`src/rtl/issue_age_alloc.sv`:
```
// Reservation-station slot and age-tag allocator: lowest-free-entry assignment per
// dispatch lane, wrapping age tags with an epoch bit, and frees on the issue grant.
module issue_age_alloc #(
    parameter int ENTRY_NUM      = 16,
    parameter int AGE_WIDTH      = 6,
    parameter int DISPATCH_WIDTH = 3
) (
    input  logic                                                clock,
    input  logic                                                reset,
    input  logic [DISPATCH_WIDTH-1:0]                           dispatch_valid,
    output logic                                                dispatch_ready,
    output logic [DISPATCH_WIDTH-1:0][$clog2(ENTRY_NUM)-1:0]    alloc_idx,
    input  logic [ENTRY_NUM-1:0]                                issue_gnt,
    input  logic                                                flush,
    output logic [ENTRY_NUM-1:0]                                entry_valid,
    output logic [ENTRY_NUM-1:0][AGE_WIDTH-1:0]                 entry_age,
    output logic [ENTRY_NUM-1:0]                                entry_pos,
    output logic [$clog2(ENTRY_NUM):0]                          free_cnt
);
    localparam int IDX_W = $clog2(ENTRY_NUM);
    localparam int CNT_W = IDX_W + 1;

    logic [CNT_W-1:0]                           free_cnt_reg, free_cnt_next;
    logic [AGE_WIDTH-1:0]                       age_cnt_reg, age_cnt_next;
    logic                                       cur_pos_reg, cur_pos_next;
    logic [AGE_WIDTH:0]                         adv_sum;
    logic [DISPATCH_WIDTH-1:0][CNT_W-1:0]       lane_rank;
    logic [DISPATCH_WIDTH-1:0][AGE_WIDTH:0]     lane_sum;
    logic [CNT_W-1:0]                           req_cnt, acc_cnt, freed_cnt, free_seen;
    logic                                       accept;
    logic [ENTRY_NUM-1:0]                       wr_en;
    logic [ENTRY_NUM-1:0][AGE_WIDTH-1:0]        wr_age;
    logic [ENTRY_NUM-1:0]                       wr_pos;

    assign dispatch_ready = (free_cnt_reg >= CNT_W'(DISPATCH_WIDTH));
    assign free_cnt       = free_cnt_reg;
    assign accept         = dispatch_ready && !flush && (|dispatch_valid);
    assign acc_cnt        = accept ? req_cnt : '0;

    // Rank of each lane among the asserted lanes (lane 0 oldest).
    always_comb begin
        req_cnt = '0;
        for (int d = 0; d < DISPATCH_WIDTH; d++) begin
            lane_rank[d] = req_cnt;
            if (dispatch_valid[d]) req_cnt = req_cnt + CNT_W'(1);
        end
    end

    // The lane of rank j picks the j-th lowest registered-invalid entry.
    always_comb begin
        free_seen = '0;
        alloc_idx = '0;
        for (int i = 0; i < ENTRY_NUM; i++) begin
            if (!entry_valid[i]) begin
                for (int d = 0; d < DISPATCH_WIDTH; d++) begin
                    if (dispatch_valid[d] && (lane_rank[d] == free_seen))
                        alloc_idx[d] = IDX_W'(i);
                end
                free_seen = free_seen + CNT_W'(1);
            end
        end
    end

    // Carry out of the age add marks a lane that crossed into the next epoch.
    always_comb begin
        for (int d = 0; d < DISPATCH_WIDTH; d++)
            lane_sum[d] = {1'b0, age_cnt_reg} + (AGE_WIDTH+1)'(lane_rank[d]);
    end

    always_comb begin
        wr_en  = '0;
        wr_age = '0;
        wr_pos = '0;
        for (int d = 0; d < DISPATCH_WIDTH; d++) begin
            if (accept && dispatch_valid[d]) begin
                wr_en[alloc_idx[d]]  = 1'b1;
                wr_age[alloc_idx[d]] = lane_sum[d][AGE_WIDTH-1:0];
                wr_pos[alloc_idx[d]] = cur_pos_reg ^ lane_sum[d][AGE_WIDTH];
            end
        end
    end

    always_comb begin
        freed_cnt = '0;
        for (int i = 0; i < ENTRY_NUM; i++) begin
            if (issue_gnt[i] && entry_valid[i]) freed_cnt = freed_cnt + CNT_W'(1);
        end
    end

    assign adv_sum       = {1'b0, age_cnt_reg} + (AGE_WIDTH+1)'(acc_cnt);
    assign age_cnt_next  = adv_sum[AGE_WIDTH-1:0];
    assign cur_pos_next  = cur_pos_reg ^ adv_sum[AGE_WIDTH];
    assign free_cnt_next = free_cnt_reg + freed_cnt - acc_cnt;

    always_ff @(posedge clock) begin
        if (reset || flush) begin
            free_cnt_reg <= CNT_W'(ENTRY_NUM);
            age_cnt_reg  <= '0;
            cur_pos_reg  <= 1'b0;
        end else begin
            free_cnt_reg <= free_cnt_next;
            age_cnt_reg  <= age_cnt_next;
            cur_pos_reg  <= cur_pos_next;
        end
    end

    genvar gi;
    generate
        for (gi = 0; gi < ENTRY_NUM; gi++) begin : g_entry
            logic                 valid_reg;
            logic [AGE_WIDTH-1:0] age_reg;
            logic                 pos_reg;

            // A freed or flushed entry keeps its stale tag; only reset zeroes it.
            always_ff @(posedge clock) begin
                if (reset) begin
                    valid_reg <= 1'b0;
                    age_reg   <= '0;
                    pos_reg   <= 1'b0;
                end else if (flush) begin
                    valid_reg <= 1'b0;
                end else if (wr_en[gi]) begin
                    valid_reg <= 1'b1;
                    age_reg   <= wr_age[gi];
                    pos_reg   <= wr_pos[gi];
                end else if (issue_gnt[gi]) begin
                    valid_reg <= 1'b0;
                end
            end

            assign entry_valid[gi] = valid_reg;
            assign entry_age[gi]   = age_reg;
            assign entry_pos[gi]   = pos_reg;
        end
    endgenerate

endmodule

```
`config.mk`:
```
export PLATFORM = sky130hd
export DESIGN_NAME = issue_age_alloc
export DESIGN_NICKNAME = d
export VERILOG_FILES = /design/src/rtl/issue_age_alloc.sv
export SDC_FILE = /design/constraint.sdc
export NUM_CORES = 1
export LEC_CHECK = 0
export ABC_AREA = 1
export CORE_MARGIN = 2
export CORE_UTILIZATION = 58
export DETAILED_ROUTE_END_ITERATION = 8
export PLACE_DENSITY = 0.93
export SLEW_MARGIN = 20
export SYNTH_ARGS = -nofsm -noshare
export SYNTH_HDL_FRONTEND = slang
export SYNTH_SLANG_ARGS = --single-unit
```
`constraint.sdc`:
```
create_clock -name clock -period 15.7 [get_ports clock]
set_clock_uncertainty 0.1 [all_clocks]
set_input_delay 3.14 -clock clock [delete_from_list [all_inputs] [get_ports clock]]
set_output_delay 3.14 -clock clock [all_outputs]
set_load 0.02 [all_outputs]
```
# Word-level counts from Yosys, hierarchy flattened
# Cells that the tools add are included.
# word_totals
regBits	140
input_bits	22
# op_classes
add_sub_neg	36
magnitude_cmp	7
n_eq_ne	30
muxes	152
bitwise	8
reduce_logical	120
# ops
cell	n
$mux W96	3
$bwmux W96	2
$mux W12	14
$mux W4	42
$mux W5	32
$add A5 B1 Y5 const B	31
$eq A5 B5 Y1	30
$and A96 B96 Y96	1
$mux W16	6
$logic_not A5 Y1	15
$demux W6 S4	3
$logic_and A1 B1 Y1	69
$mux W1	41
$bwmux W16	2
$or A16 B16 Y16	2
$reduce_and A2 Y1	16
$reduce_bool A2 Y1	16
$add A6 B5 Y7	3
$mux W6	3
$and A16 B16 Y16	1
$lt A4 B5 Y1 const B	3
$demux W1 S4	3
$ge A4 B1 Y1 const B	3
$mux W9	1
9 further kinds	11

# Longest topological paths before layout
# depth
depth_word	45
mapped_depth	66
depth_no_buf	65

# Least setup slack after synthesis
# OpenSTA, ideal clock, no wires.
# synth_path
kind	input to register
from	in issue_gnt[0]
to	reg free_cnt_reg[4] (netlist: free_cnt[4])
setup_time_ps	126
arrival_ps	12832
required_time_ps	15474
setup_slack_ps	2641
cell_stages	56
n_path_buf	0
path_cell_list	nand2_1 > ha_1 > inv_1 > nand2_1 > nand2_1 > inv_1 > ha_1 > inv_1 > o21ai_0 > ha_1 > nor2_1 > a21oi_1 > ha_1 > or2_2 > o21ai_0 > inv_1 > ha_1 > o21ai_0 > [20 not listed] > o21ai_0 > inv_1 > ha_1 > o21ai_0 > inv_1 > ha_1 > nand2_1 > o21ai_0 > fa_1 > inv_1 > fa_1 > o31ai_1 > xor2_1 > nand3_1 > nand2_1 > inv_1 > nand2_1 > nand3_1
# synth_via
elab_chain_len	34
# synth_rtl
item	line	rtl
start, declared	13	input logic [ENTRY_NUM-1:0] issue_gnt,
$logic_and A1 B1 Y1 (*)	86	if (issue_gnt[i] && entry_valid[i]) freed_cnt = freed_cnt + CNT_W'(1);
$mux W1 (*)	86	
$add A5 B1 Y5	86	
$mux W5 (*)	86	
$add A5 B1 Y5	86	
$mux W5 (*)	86	
$add A5 B1 Y5	86	
$mux W5 (*)	86	
[18 not listed]	n/a	
$add A5 B1 Y5	86	
$mux W5 (*)	86	
$add A5 B1 Y5	86	
$mux W5 (*)	86	
$add A5 B1 Y5	86	
$mux W5 (*)	86	
$add A5 B5 Y5 (*)	93	assign free_cnt_next = free_cnt_reg + freed_cnt - acc_cnt;
$sub A5 B5 Y5 (*)	93	
end signal, assigned	97	free_cnt_reg <= CNT_W'(ENTRY_NUM);
end signal, assigned	101	free_cnt_reg <= free_cnt_next;
end, declared	23	logic [CNT_W-1:0] free_cnt_reg, free_cnt_next;
# Mark *: on every way between the ends. The rest lies on a longest branch, timed or not.
# A chain may end at the register's enable or synchronous reset.

# Final worst setup path
# layout_path
from	in issue_gnt[1]
to	reg free_cnt_reg[4] (netlist: free_cnt[4])
# layout_via
elab_chain_len	32
# layout_rtl
item	line
$logic_and A1 B1 Y1 (*)	86
$mux W5 (*)	86
$add A5 B1 Y5	86
$mux W5 (*)	86
$add A5 B1 Y5	86
$mux W5 (*)	86
$add A5 B1 Y5	86
$mux W5 (*)	86
[16 not listed]	n/a
$add A5 B1 Y5	86
$mux W5 (*)	86
$add A5 B1 Y5	86
$mux W5 (*)	86
$add A5 B1 Y5	86
$mux W5 (*)	86
$add A5 B5 Y5 (*)	93
$sub A5 B5 Y5 (*)	93
# Marked as above.

==> key figures <==
Run status
  – Status: complete, no violations

Synthesis
  – Yosys cell types: 52
  – Post-synthesis simple-gate area fraction: between 40% and 50%
  – Async S/R FF share, synth: 0%
  – Seq/Total Area, Yosys: between 20% and 30%
  – Avg Synthesized Cell Area: about 5.9 µm²
  – Synth area leaders: dfxtp_1, nand2_1, nand3_1, inv_1, a21oi_1
  – Synth Area in XOR/XNOR: about 2.4%
  – Mapped Cells: 2328
  – Count leader, synth: nand2_1
  – Synthesized cell area: 13800 µm²
  – Post-synth top area share: between 20 and 25%
  – Top_reg_cell synth: dfxtp_1
  – Post-synthesis mux area share: 0%
  – Yosys Warn Count: 0
  – Post-synth EDFFs: 0
  – Adder-cell share of the synthesized area: approximately 6%
  – FF+latch count, synth: between 100 and 150
  – Leading area contributor after synthesis: dfxtp_1
  – Most frequent cells after synthesis: nand2_1, inv_1, nand3_1
  – Largest family of logic cells by synthesized area: simple AND/OR/NAND/NOR gates
  – Syn_nets: ~2400
  – Post-synthesis compound-gate area fraction: 14.6%

Timing
  – Max Clock Freq: 67.8 MHz
  – Final period util: between 90% and 100%
  – Final setup violation count: 0
  – Slew of the pin with the lowest slew margin: approximately 1.2 ns
  – Fin. max-slew vios: 0
  – Minimum clock period: roughly 15 ns
  – RSZ-0062 raised after global routing: false
  – Slew HR: about a fifth
  – Post-route setup TNS: 0 ns
  – Count of final hold-check violations: 0

Final layout
  – # fillers: 2117
  – Share of layout cells above drive strength 1: about 9%
  – Register Area: 2800 µm²
  – Final #Nets: between 2000 and 3000
  – Area Growth Syn to Fin: 15.7%
  – Fin cells: between 2000 and 3000
  – Antenna cell count: 0
  – Multi-input logic area: between 9000 and 10000 µm²
  – Max FFs per register: 96
  – Core Util, Final: 68.0%

Route
  – Vias: approximately 16000
  – Final WL: approximately 49000 µm
  – DRT iter0 DRCs: ~2100
  – Wire length per cell: approximately 18 µm
  – DR vias/cell: between 5 and 6
  – Post-route ant nets: 0
  – DRT Pass-1 Iters: 6
  – Residual DRC count: 0

Worst setup path
  – WS Path Type: in2reg
  – Critical Path RT: ~16 ns
  – CP startpoint kind: input pin
  – Reg2reg start: g_entry[0].valid_reg
  – Critical path's largest stage delay: ~0.54 ns
  – Critical path arrival: ~15 ns
  – Critical path capture point type: flop
  – R2R cell count: 56
  – Reg2reg end: free_cnt[4]
  – CP max stage cell: fa_1
  – Flop2flop setup slack: 3.56 ns
  – Crit Path Max Fanout: 3

Global route
  – First-pass GRT wire length: 75700 µm
  – GRT overflow: 0
  – Vias in the first global route: about 15000
  – Initial antenna violation count: 0
  – Total track usage: roughly 39%
  – Largest net degree at the start of global routing: between 80 and 90

Floorplanning
  – Core area: around 23000 µm²
  – Die X-Extent: roughly 160 µm
  – Die area: around 25000 µm²
  – Cell Rows: between 50 and 60
  – Initial core utilization: 58.8%
  – Ports: about 170
  – Die height: about 160 µm

Place
  – Number of buffers added on ports: approximately 170
  – Gp weighted congestion: 1.05
  – Detailed-placement wirelength estimate: 35800 µm
  – Placed cells: approximately 2700

Clock tree
  – Clock transition at path regs: 0.08 ns
  – Num CTS Buffers: 17
  – CTS Sinks: 140
  – Root buf cell: clkbuf_16
  – Worst-Skew Late Latency: 0.45 ns
  – Setup repair bufs after CTS: 0
  – Hold buffers post-CTS: 0
  – Post-CTS resize count: 0
  – H-tree depth: 4
  – CTS Buffer Depth: 2
  – TritonCTS clock tree: done

Flow run
  – Max Cap Viol: 0

Min path
  – Worst hold path class: reg2reg
  – End of the worst hold path: g_entry[1].age_reg[4]
  – Hold depth: 2
  – HP Start: g_entry[1].age_reg[4]
[cell usage in the layout (no fill, tap or decap), drive strengths merged]
cell           synthesis  routed
a2111oi                2       2
and2                   1       1
a21oi                191     191
nand2                716     716
xor2                  29      29
nor3                  28      28
or3                    1       1
o221ai                 5       5
fa                     5       5
a21boi                 1       1
clkbuf                47      17
dfxtp                140     140
buf                   61      12
xnor2                  9       9
nor3b                  3       3
a2111o                 1       1
o2111ai                4       4
o21a                   1       1
clkinvlp               0       1
nor2                 226     226
and3                   2       2
bufinv                 0       1
a31oi                  1       1
clkdlybuf4s50          0     166
nand3                251     251
nand4                 37      37
o211ai                 2       2
clkinv                 3       9
nor4b                  1       1
nand3b                11      11
or2                   11      11
ha                    58      58
o21ai                159     159
o22ai                 11      11
o31ai                  4       4
inv                  306     313
[worst max-delay path by stage]
stage / from / cells past startpoint / to / slack [ns]
5_1_grt: issue_gnt[1] / 57 / free_cnt[4] / 0.09
3_3_place_gp: issue_gnt[0] / 57 / free_cnt[4] / 1.25
3_5_place_dp: issue_gnt[1] / 56 / free_cnt[4] / 0.62
2_1_floorplan: issue_gnt[0] / 56 / free_cnt[4] / 2.64
4_1_cts: issue_gnt[1] / 56 / free_cnt[4] / 1.07
6_report: issue_gnt[1] / 56 / free_cnt[4] / 0.96
[critical path, delay by kind of cell]
| family | cells | cell delay [ns] |
|---|---|---|
| adder cells (fa/ha/maj) | 16 | 5.12 |
| AND/OR/NAND/NOR | 10 | 1.07 |
| XOR/XNOR | 1 | 0.23 |
| buffers and inverters | 15 | 1.60 |
| AO/OA/AOI/OAI | 14 | 3.83 |
[area by class of cell]
class | count | area share [%]
flip-flops and latches | 140 | 17.6
well taps | 319 | 2.51
repair buffers | 178 | 11.0
multi-input cells | 1771 | 57.7
clock inverters | 15 | 1.27
clock buffers | 17 | 2.67
inverters | 309 | 7.28
[per-layer routing]
layer | routed length (µm) | share of wire (%) | GRT usage, %
met2 | 20900 | 43 | 60.2
met5 | 0 | 0 | 0
met3 | 6050 | 12 | 7.80
met4 | 2830 | 5.8 | 20.8
met1 | 19000 | 39 | 49.8
[logic make-up (layout without fill, tap and decap cells)]
logic type | count (synthesis) | in the layout
simple gates | 1288 | 1288
compound gates | 382 | 382
flops | 140 | 140
buf+inv | 417 | 519
xor+xnor | 38 | 38
fa+ha+maj | 63 | 63
[through the flow]
stage | hold slack, ns | setup WS, ns | instance area, µm²
after floorplan | 0.344 | 2.64 | 13800
after global placement | 0.354 | 1.25 | 15300
after detailed placement | 0.355 | 0.625 | 15300
after CTS | 0.364 | 1.07 | 15900
after global routing | 0.387 | 0.0922 | 15900
final | 0.364 | 0.956 | 15900
Power is not shown: default switching activity piles up to over one toggle a cycle in this logic, so the estimate is an artifact.
